[src/rtl/lsu_apb_master.sv]
// Load/store unit to APB bridge: one request at a time, SETUP/ACCESS transfer,
// extended load data and error flag returned over a valid/ready response channel.
module lsu_apb_master #(
  parameter int unsigned ADDR_WIDTH = 32,
  parameter int unsigned DATA_WIDTH = 32,
  parameter int unsigned TIMEOUT    = 16
) (
  input  logic                  pclk,
  input  logic                  presetn,
  input  logic                  req_valid,
  output logic                  req_ready,
  input  logic [ADDR_WIDTH-1:0] req_addr,
  input  logic [DATA_WIDTH-1:0] req_wdata,
  input  logic                  req_write,
  input  logic [1:0]            req_size,
  input  logic                  req_unsigned,
  output logic                  rsp_valid,
  input  logic                  rsp_ready,
  output logic [DATA_WIDTH-1:0] rsp_rdata,
  output logic                  rsp_err,
  output logic [ADDR_WIDTH-1:0] paddr,
  output logic [DATA_WIDTH-1:0] pdata,
  input  logic [DATA_WIDTH-1:0] prdata,
  output logic                  psel,
  output logic                  penable,
  output logic                  pwrite,
  output logic [3:0]            pstb,
  input  logic                  pready,
  input  logic                  perr
);

  localparam int unsigned CNT_W    = (TIMEOUT > 0) ? $clog2(TIMEOUT + 1) : 1;
  localparam int unsigned TMO_LAST = (TIMEOUT > 0) ? TIMEOUT - 1 : 0;

  typedef enum logic [1:0] {IDLE, SETUP, ACCESS, RESP} state_t;

  state_t                  state_q, state_d;
  logic [CNT_W-1:0]        cnt_q, cnt_d;
  logic [1:0]              size_q, size_d;
  logic                    uns_q, uns_d;
  logic                    req_ready_d, rsp_valid_d, rsp_err_d;
  logic                    psel_d, penable_d, pwrite_d;
  logic [DATA_WIDTH-1:0]   rsp_rdata_d, pdata_d;
  logic [ADDR_WIDTH-1:0]   paddr_d;
  logic [3:0]              pstb_d;
  logic                    accept_c, illegal_c, done_c, tmo_c;

  function automatic logic [DATA_WIDTH-1:0] extend_load(input logic [DATA_WIDTH-1:0] d,
                                                        input logic [1:0] sz,
                                                        input logic uns);
    logic [DATA_WIDTH-1:0] r;
    case (sz)
      2'b00:   r = uns ? {{(DATA_WIDTH-8){1'b0}}, d[7:0]}
                       : {{(DATA_WIDTH-8){d[7]}}, d[7:0]};
      2'b01:   r = uns ? {{(DATA_WIDTH-16){1'b0}}, d[15:0]}
                       : {{(DATA_WIDTH-16){d[15]}}, d[15:0]};
      default: r = d;
    endcase
    return r;
  endfunction

  assign accept_c  = (state_q == IDLE) && req_ready && req_valid;
  assign illegal_c = (req_size == 2'b11);
  assign done_c    = (state_q == ACCESS) && (pready || perr);
  // pready/perr in the last allowed cycle wins over the timeout
  assign tmo_c     = (TIMEOUT != 0) && (state_q == ACCESS) && !done_c &&
                     (cnt_q == CNT_W'(TMO_LAST));

  always_ff @(posedge pclk or negedge presetn) begin
    if (!presetn) state_q <= IDLE;
    else          state_q <= state_d;
  end

  always_comb begin
    state_d = state_q;
    case (state_q)
      IDLE:    if (accept_c) state_d = illegal_c ? RESP : SETUP;
      SETUP:   state_d = ACCESS;
      ACCESS:  if (done_c || tmo_c) state_d = RESP;
      RESP:    if (rsp_ready) state_d = IDLE;
      default: state_d = IDLE;
    endcase
  end

  // Next values of every registered output, aligned with the next state
  always_comb begin
    req_ready_d = (state_d == IDLE);
    psel_d      = (state_d == SETUP) || (state_d == ACCESS);
    penable_d   = (state_d == ACCESS);
    rsp_valid_d = (state_d == RESP);
    cnt_d       = ((state_q == ACCESS) && (state_d == ACCESS)) ? cnt_q + CNT_W'(1) : '0;
    paddr_d     = paddr;
    pdata_d     = pdata;
    pwrite_d    = pwrite;
    pstb_d      = pstb;
    size_d      = size_q;
    uns_d       = uns_q;
    rsp_rdata_d = rsp_rdata;
    rsp_err_d   = rsp_err;

    if (accept_c) begin
      if (illegal_c) begin
        rsp_err_d   = 1'b1;
        rsp_rdata_d = '0;
      end else begin
        paddr_d  = req_addr;
        pwrite_d = req_write;
        size_d   = req_size;
        uns_d    = req_unsigned;
        case (req_size)
          2'b00: begin
            pstb_d  = 4'b0001;
            pdata_d = {{(DATA_WIDTH-8){1'b0}}, req_wdata[7:0]};
          end
          2'b01: begin
            pstb_d  = 4'b0011;
            pdata_d = {{(DATA_WIDTH-16){1'b0}}, req_wdata[15:0]};
          end
          default: begin
            pstb_d  = 4'b1111;
            pdata_d = req_wdata;
          end
        endcase
      end
    end

    if (done_c) begin
      rsp_err_d   = perr;
      rsp_rdata_d = (perr || pwrite) ? '0 : extend_load(prdata, size_q, uns_q);
    end else if (tmo_c) begin
      rsp_err_d   = 1'b1;
      rsp_rdata_d = '0;
    end
  end

  always_ff @(posedge pclk or negedge presetn) begin
    if (!presetn) begin
      req_ready <= 1'b0;
      rsp_valid <= 1'b0;
      rsp_err   <= 1'b0;
      rsp_rdata <= '0;
      psel      <= 1'b0;
      penable   <= 1'b0;
      pwrite    <= 1'b0;
      paddr     <= '0;
      pdata     <= '0;
      pstb      <= '0;
      cnt_q     <= '0;
      size_q    <= '0;
      uns_q     <= 1'b0;
    end else begin
      req_ready <= req_ready_d;
      rsp_valid <= rsp_valid_d;
      rsp_err   <= rsp_err_d;
      rsp_rdata <= rsp_rdata_d;
      psel      <= psel_d;
      penable   <= penable_d;
      pwrite    <= pwrite_d;
      paddr     <= paddr_d;
      pdata     <= pdata_d;
      pstb      <= pstb_d;
      cnt_q     <= cnt_d;
      size_q    <= size_d;
      uns_q     <= uns_d;
    end
  end

endmodule

[config.mk]
export PLATFORM = sky130hd
export DESIGN_NAME = lsu_apb_master
export DESIGN_NICKNAME = d
export VERILOG_FILES = /design/src/rtl/lsu_apb_master.sv
export SDC_FILE = /design/constraint.sdc
export NUM_CORES = 1
export LEC_CHECK = 0
export CORE_UTILIZATION = 39
export CTS_BUF_LIST = sky130_fd_sc_hd__clkbuf_8
export DETAILED_ROUTE_END_ITERATION = 10
export GPL_TIMING_DRIVEN = 0
export PLACE_DENSITY = 0.8
export RECOVER_POWER = 50
export REMOVE_ABC_BUFFERS = 1
export SYNTH_ARGS = -nofsm -noshare
export SYNTH_HDL_FRONTEND = slang
export SYNTH_SLANG_ARGS = --single-unit
[constraint.sdc]
create_clock -name pclk -period 2 [get_ports pclk]
set_clock_uncertainty 0.15 [all_clocks]
set_input_delay 0.2 -clock pclk [delete_from_list [all_inputs] [get_ports pclk]]
set_output_delay 0.2 -clock pclk [all_outputs]
set_load 0.01 [all_outputs]
* Word-level counts from Yosys, hierarchy flattened
Index checks and enable logic that the tools add are counted.
W data, S select, Z words.
** Word-level totals
- Register bits :: 116
- Input port bits :: 106
- Output and inout port bits :: 106
- Logic and storage cells :: 65
** Operators by class
- Add/subtract/negate cells :: 1
- Equality and inequality tests :: 10
- Multiplexer cells :: 20
- Bitwise logic cells :: 1
- Reductions and logical operators :: 19
** Operator list (number)
- $mux W32 :: 7
- $pmux W32 S2 :: 2
- $eq A2 B2 Y1 const B :: 5
- $eq A2 B1 Y1 const B :: 4
- $logic_not A2 Y1 :: 4
- $mux W2 :: 4
- $pmux W2 S4 :: 1
- $pmux W4 S2 :: 1
- $logic_and A1 B1 Y1 :: 6
- $reduce_bool A3 Y1 :: 2
- $add A5 B1 Y5 const B :: 1
- $eq A5 B4 Y1 const B :: 1
- $mux W5 :: 1
- $logic_or A1 B1 Y1 :: 4
- $mux W1 :: 4
- $reduce_and A2 Y1 :: 2
- $logic_not A1 Y1 :: 1
- $not A1 Y1 :: 1

* Depth between registers and ports, before layout
- Depth in word-level cells :: 11
- Depth in mapped cells :: 8
- Mapped depth without buffers :: 8

* Worst setup path before layout
No wires, ideal clock.
- Kind :: flip-flop to flip-flop
- Start :: register cnt_q[0]
- End :: register cnt_q[2]
- Library setup time :: 0.072 ns
- Arrival time :: 1.760 ns
- Path slack :: 0.018 ns
- Cell stages (with the launch flop) :: 9
- Buffers on the path :: 0
- Clock period less this slack :: 1.982 ns
- Cells stage by stage :: dfrtp_1 -> ha_1 -> and3_1 -> ha_1 -> nor3_1 -> o221a_2 -> ha_1 -> nand2_1 -> nor2_1
** On the way
- Longest elaborated chain between the ends :: 8
- Elaborated cells between the ends (all ways) :: 9
- Classes of those cells :: 1 x add/sub; 2 x eq/ne; 3 x mux; 3 x reduce/logical
** RTL lines
- start, declared :: line 38 : logic [CNT_W-1:0] cnt_q, cnt_d;
- start signal, assigned :: line 162 : cnt_q <= cnt_d;
- $eq A5 B4 Y1 :: line 67 : (cnt_q == CNT_W'(TMO_LAST));
- $logic_and A1 B1 Y1 :: line 66 : assign tmo_c = (TIMEOUT != 0) && (state_q == ACCESS) && !done_c &&
- $logic_or A1 B1 Y1 :: line 79 : ACCESS: if (done_c || tmo_c) state_d = RESP;
- $mux W2 :: line 79
- $pmux W2 S4 :: line 76 : case (state_q)
- $eq A2 B2 Y1
- via penable_d :: line 42 : logic psel_d, penable_d, pwrite_d;
- $logic_and A1 B1 Y1 :: line 91 : cnt_d = ((state_q == ACCESS) && (state_d == ACCESS)) ? cnt_q + CNT_W'(1) : '0;
- $mux W5 :: line 91
- via cnt_d[2] :: line 38
The timed path passes the listed nets, and every way through them passes these cells.
A chain may end at the register's enable or synchronous reset.

* Final worst setup path
- Start :: register cnt_q[1]
- End :: register rsp_rdata[1]
** On the way
- Longest elaborated chain between the ends :: 4
- Elaborated cells between the ends (all ways) :: 7
- Classes of those cells :: 1 x eq/ne; 2 x mux; 4 x reduce/logical
** RTL lines
- $eq A5 B4 Y1 (*) :: line 67
- $logic_and A1 B1 Y1 (*) :: line 66
- $reduce_bool A3 Y1 (no source line) / $mux W32 (equally long branches)
- $reduce_and A2 Y1 (no source line) / $mux W32 (equally long branches)
- end signal, assigned :: line 155 : rsp_rdata <= rsp_rdata_d;
- end, declared :: line 19 : output logic [DATA_WIDTH-1:0] rsp_rdata,
Every way passes the cells marked *; elsewhere a longest branch is shown, timed or not.

==> metrics.md <==
| Metric | Value |
|---|---|
| Syn Std Cell Area | about 4800 µm² |
| Wirelength per Cell | roughly 18 µm |
| Post-layout util | 0.642 |
| CTS Sinks | about 120 |
| Critical path capture point type | flop |
| Yosys top cell area share | 0.597 |
| First-pass GRT wire length | between 20 and 25 mm |
| Commonest cells post-synth | dfrtp_1 (115), mux2_4 (40), o21ai_0 (39) |
| Post-synth EDFFs | 0 |
| Setup TNS Final | 0 ps |
| Number of synthesized register bits | 115 |
| Total CTS buffers | 17 |
| Tmin final | just under 2000 ps |
| Worst skew pair latency | ~430 ps |
| Register area | roughly 2900 µm² |
| Req. time, crit path | between 2000 and 2500 ps |
| Net Sw Frac | 0.311 |
| Reg2reg start | cnt_q[1] |
| Area grow syn2layout | 60.1% |
| Final setup vio count | 0 |
| Worst slew pin tran | about 1100 ps |
| Yosys cell types | 42 |
| H-tree depth | 4 |
| Synth top area cells | dfrtp_1 (60%), mux2_4 (12%), a22o_1 (4.4%), o21ai_0 (4.1%), a32o_1 (3.3%) |
| Leading area contributor after synthesis | dfrtp_1 |
| End of the critical path | rsp_rdata[1] |
| Initial antenna violation count | 0 |
| CP startpoint kind | flop |
| Number of buffers added on ports | 211 |
| Slew Limit Fails | 0 |
| Ports | ~210 |
| Drt drc | 0 |
| NetSw | between 3 and 4 mW |
| GRT overflow | 0 |
| Starting density of the core | 0.401 |
| Share of cells above drive strength 1 | 0.190 |
| Most used DFF post-synth | dfrtp_1 |
| Clock Path Buffers | 2 |
| Setup CP Type | flop to flop |
| Worst setup path startpoint | cnt_q[1] |
| Die height | between 100 and 150 µm |
| Hold crit path type | input port to flop |
| Final hold slack | between 150 and 200 ps |
| Outcome | completed |
| Die X-Extent | between 100 and 150 µm |
| Root Driver | clkbuf_8 |
| Clock power share | 0.212 |
| Antenna Cells | 0 |
| Pwr Density | about 1400 nW/µm² |
| Worst vdd ir | 0.758 mV |
| RR Endpoint | rsp_rdata[1] |
| HPWL after detailed placement | ~8.7 mm |
| Dpl cell area | roughly 7000 µm² |
| Depth of the most critical reg-to-reg path | 8 |
| Yosys warnings | 0 |
| Drt first pass iters | 4 |
| Final hold violation count | 0 |
| Sequential group share of total power | 0.367 |
| CTS tree | built |
| Syn_area_per_cell | roughly 14 µm² |
| First-iteration detailed-routing DRC count | 134 |
| Total GRT Usage | 0.221 |
| Die Area | 12800 µm² |
| Critical path peak fanout | 16 |
| Max cap viols | 0 |
| FFs w/ async S/R, synth | 1.00 |
| Flop-to-flop setup slack | roughly 14 ps |
| Worst-path clk slew | about 70 ps |
| Fillers | between 800 and 900 |
| Unrepaired setup endpoints after global routing | true |
| Row cnt | 40 |
| Final estimated routing congestion in global placement | 0.743 |
| CORE AREA | between 10000 and 15000 µm² |
| Sequential share of the synthesized area | 0.597 |
| Mapped Cells | 349 |
| Gate power share | 0.421 |
| Most frequent cell after synthesis | dfrtp_1 |
| Slew margin rel. | 0.254 |
| P_int | about 7.3 mW |
| Fmax | between 500 and 600 MHz |
| Leakage power | about 3.6 nW |
| Final wirelength | 13.5 mm |
| Crit share post-route | 0.993 |
| Multi-input gate area | between 1500 and 2000 µm² |
| Post-route ant nets | 0 |
| Design Area, Final | 7710 µm² |
| Vias in the first global route | slightly above 4000 |
| Routed via count | 3751 |
| Vias per cell | between 5 and 6 |
| Nets | between 600 and 700 |
| WP data arrival | around 2200 ps |
| Largest net degree at the start of global routing | 72 |
==> metrics by stage <==
step | setup slack (ps) | total power, mW | instances
floorplan | -361 | 5.62 | 324
CTS | -29.2 | 10.7 | 731
finish | 13.7 | 10.5 | 735
detailed placement | -1430 | 8.09 | 684
global placement | -3650 | 7.96 | 682
global route | -74.4 | 11.1 | 735
==> logic make-up after synthesis <==
logic type	Yosys count	synth area share
DFF	115	0.597
xor gates and xnor gates	3	0.00545
buffers and inverters	27	0.0351
and+or+nand+nor	65	0.0771
muxes	46	0.138
adders and majority gates	5	0.0130
AOI/OAI and AO/OA	88	0.134
==> power groups by stage <==
| stage | sequential [mW] | clock [mW] | combinational, mW |
|---|---|---|---|
| 5_1_grt | 3.98 | 2.41 | 4.73 |
| 6_report | 3.87 | 2.23 | 4.44 |
| 3_5_place_dp | 3.88 | 0 | 4.21 |
| 2_1_floorplan | 4.22 | 0 | 1.41 |
| 3_3_place_gp | 3.85 | 0 | 4.11 |
| 4_1_cts | 3.88 | 2.29 | 4.55 |
==> worst max-delay path, stage by stage (launching register included) <==
cell	delay [ps]
dfrtp_1	380
ha_2	190
and3_4	180
ha_4	170
nor3_4	220
buf_6	150
a2bb2oi_4	160
buf_12	160
a22o_1	160
==> final cells by class <==
cell class,instances,area share
well taps,147,0.0238
clock inverters,12,0.0178
repair buffers,230,0.298
multi-input cells,209,0.250
clock buffers,20,0.0357
inverters,2,0.000973
flip-flops and latches,115,0.373
==> worst min-delay path by stage <==
stage	from	to	slack [ps]	depth (start not counted)
global placement	cnt_q[0]	cnt_q[0]	290	1
detailed placement	presetn	paddr[15]	100	1
global route	req_wdata[28]	pdata[28]	160	3
floorplan	presetn	cnt_q[0]	-250	0
finish	req_wdata[28]	pdata[28]	170	3
CTS	req_wdata[28]	pdata[28]	140	3
==> placed cells by master (no fill, tap or decap), drive strengths merged, types with 2 or more instances in the layout <==
master / Yosys / layout
clkdlybuf4s50: 0 / 177
inv: 2 / 4
nor2: 6 / 6
bufinv: 0 / 3
a32o: 16 / 16
clkinvlp: 0 / 2
and3: 2 / 2
xnor2: 2 / 2
nor3: 2 / 2
a2bb2oi: 1 / 2
ha: 5 / 5
nand2b: 18 / 18
dlygate4sd3: 0 / 33
clkinv: 0 / 5
a22o: 24 / 24
mux2: 45 / 45
nand2: 28 / 29
dfrtp: 115 / 115
buf: 18 / 18
nand3: 2 / 2
clkbuf: 7 / 21
o21ai: 40 / 40
==> state kept, by name, indices dropped and copies added (netlist names) <==
| signal | cells |
|---|---|
| pstb | 3 |
| psel | 1 |
| rsp_err | 1 |
| cnt_q | 5 |
| paddr | 32 |
| uns_q | 1 |
| rsp_rdata | 32 |
| pwrite | 1 |
| size_q | 2 |
| pdata | 32 |
| rsp_valid | 1 |
| state_q | 2 |
| penable | 1 |
| req_ready | 1 |
==> per-layer routing <==
| metal | routed length, µm | GRT usage | vias up |
|---|---|---|---|
| li1 | - | - | 1720 |
| met1 | 5410 | 0.255 | 1831 |
| met2 | 6580 | 0.354 | 182 |
| met3 | 1230 | 0.0943 | 18 |
| met4 | 261 | 0.108 | 0 |
| met5 | 0 | 0 | - |
==> what timing repair did <==
item                       in CTS  in global routing
pin swaps                       9                 11
setup buffers                  12                  4
setup endpoints to repair     115                 82
hold endpoints to repair       44                  0
hold buffers                    1                  0
resized for setup              24                  4
gates cloned                    2                  0
Power figures use the tool's default switching activity.
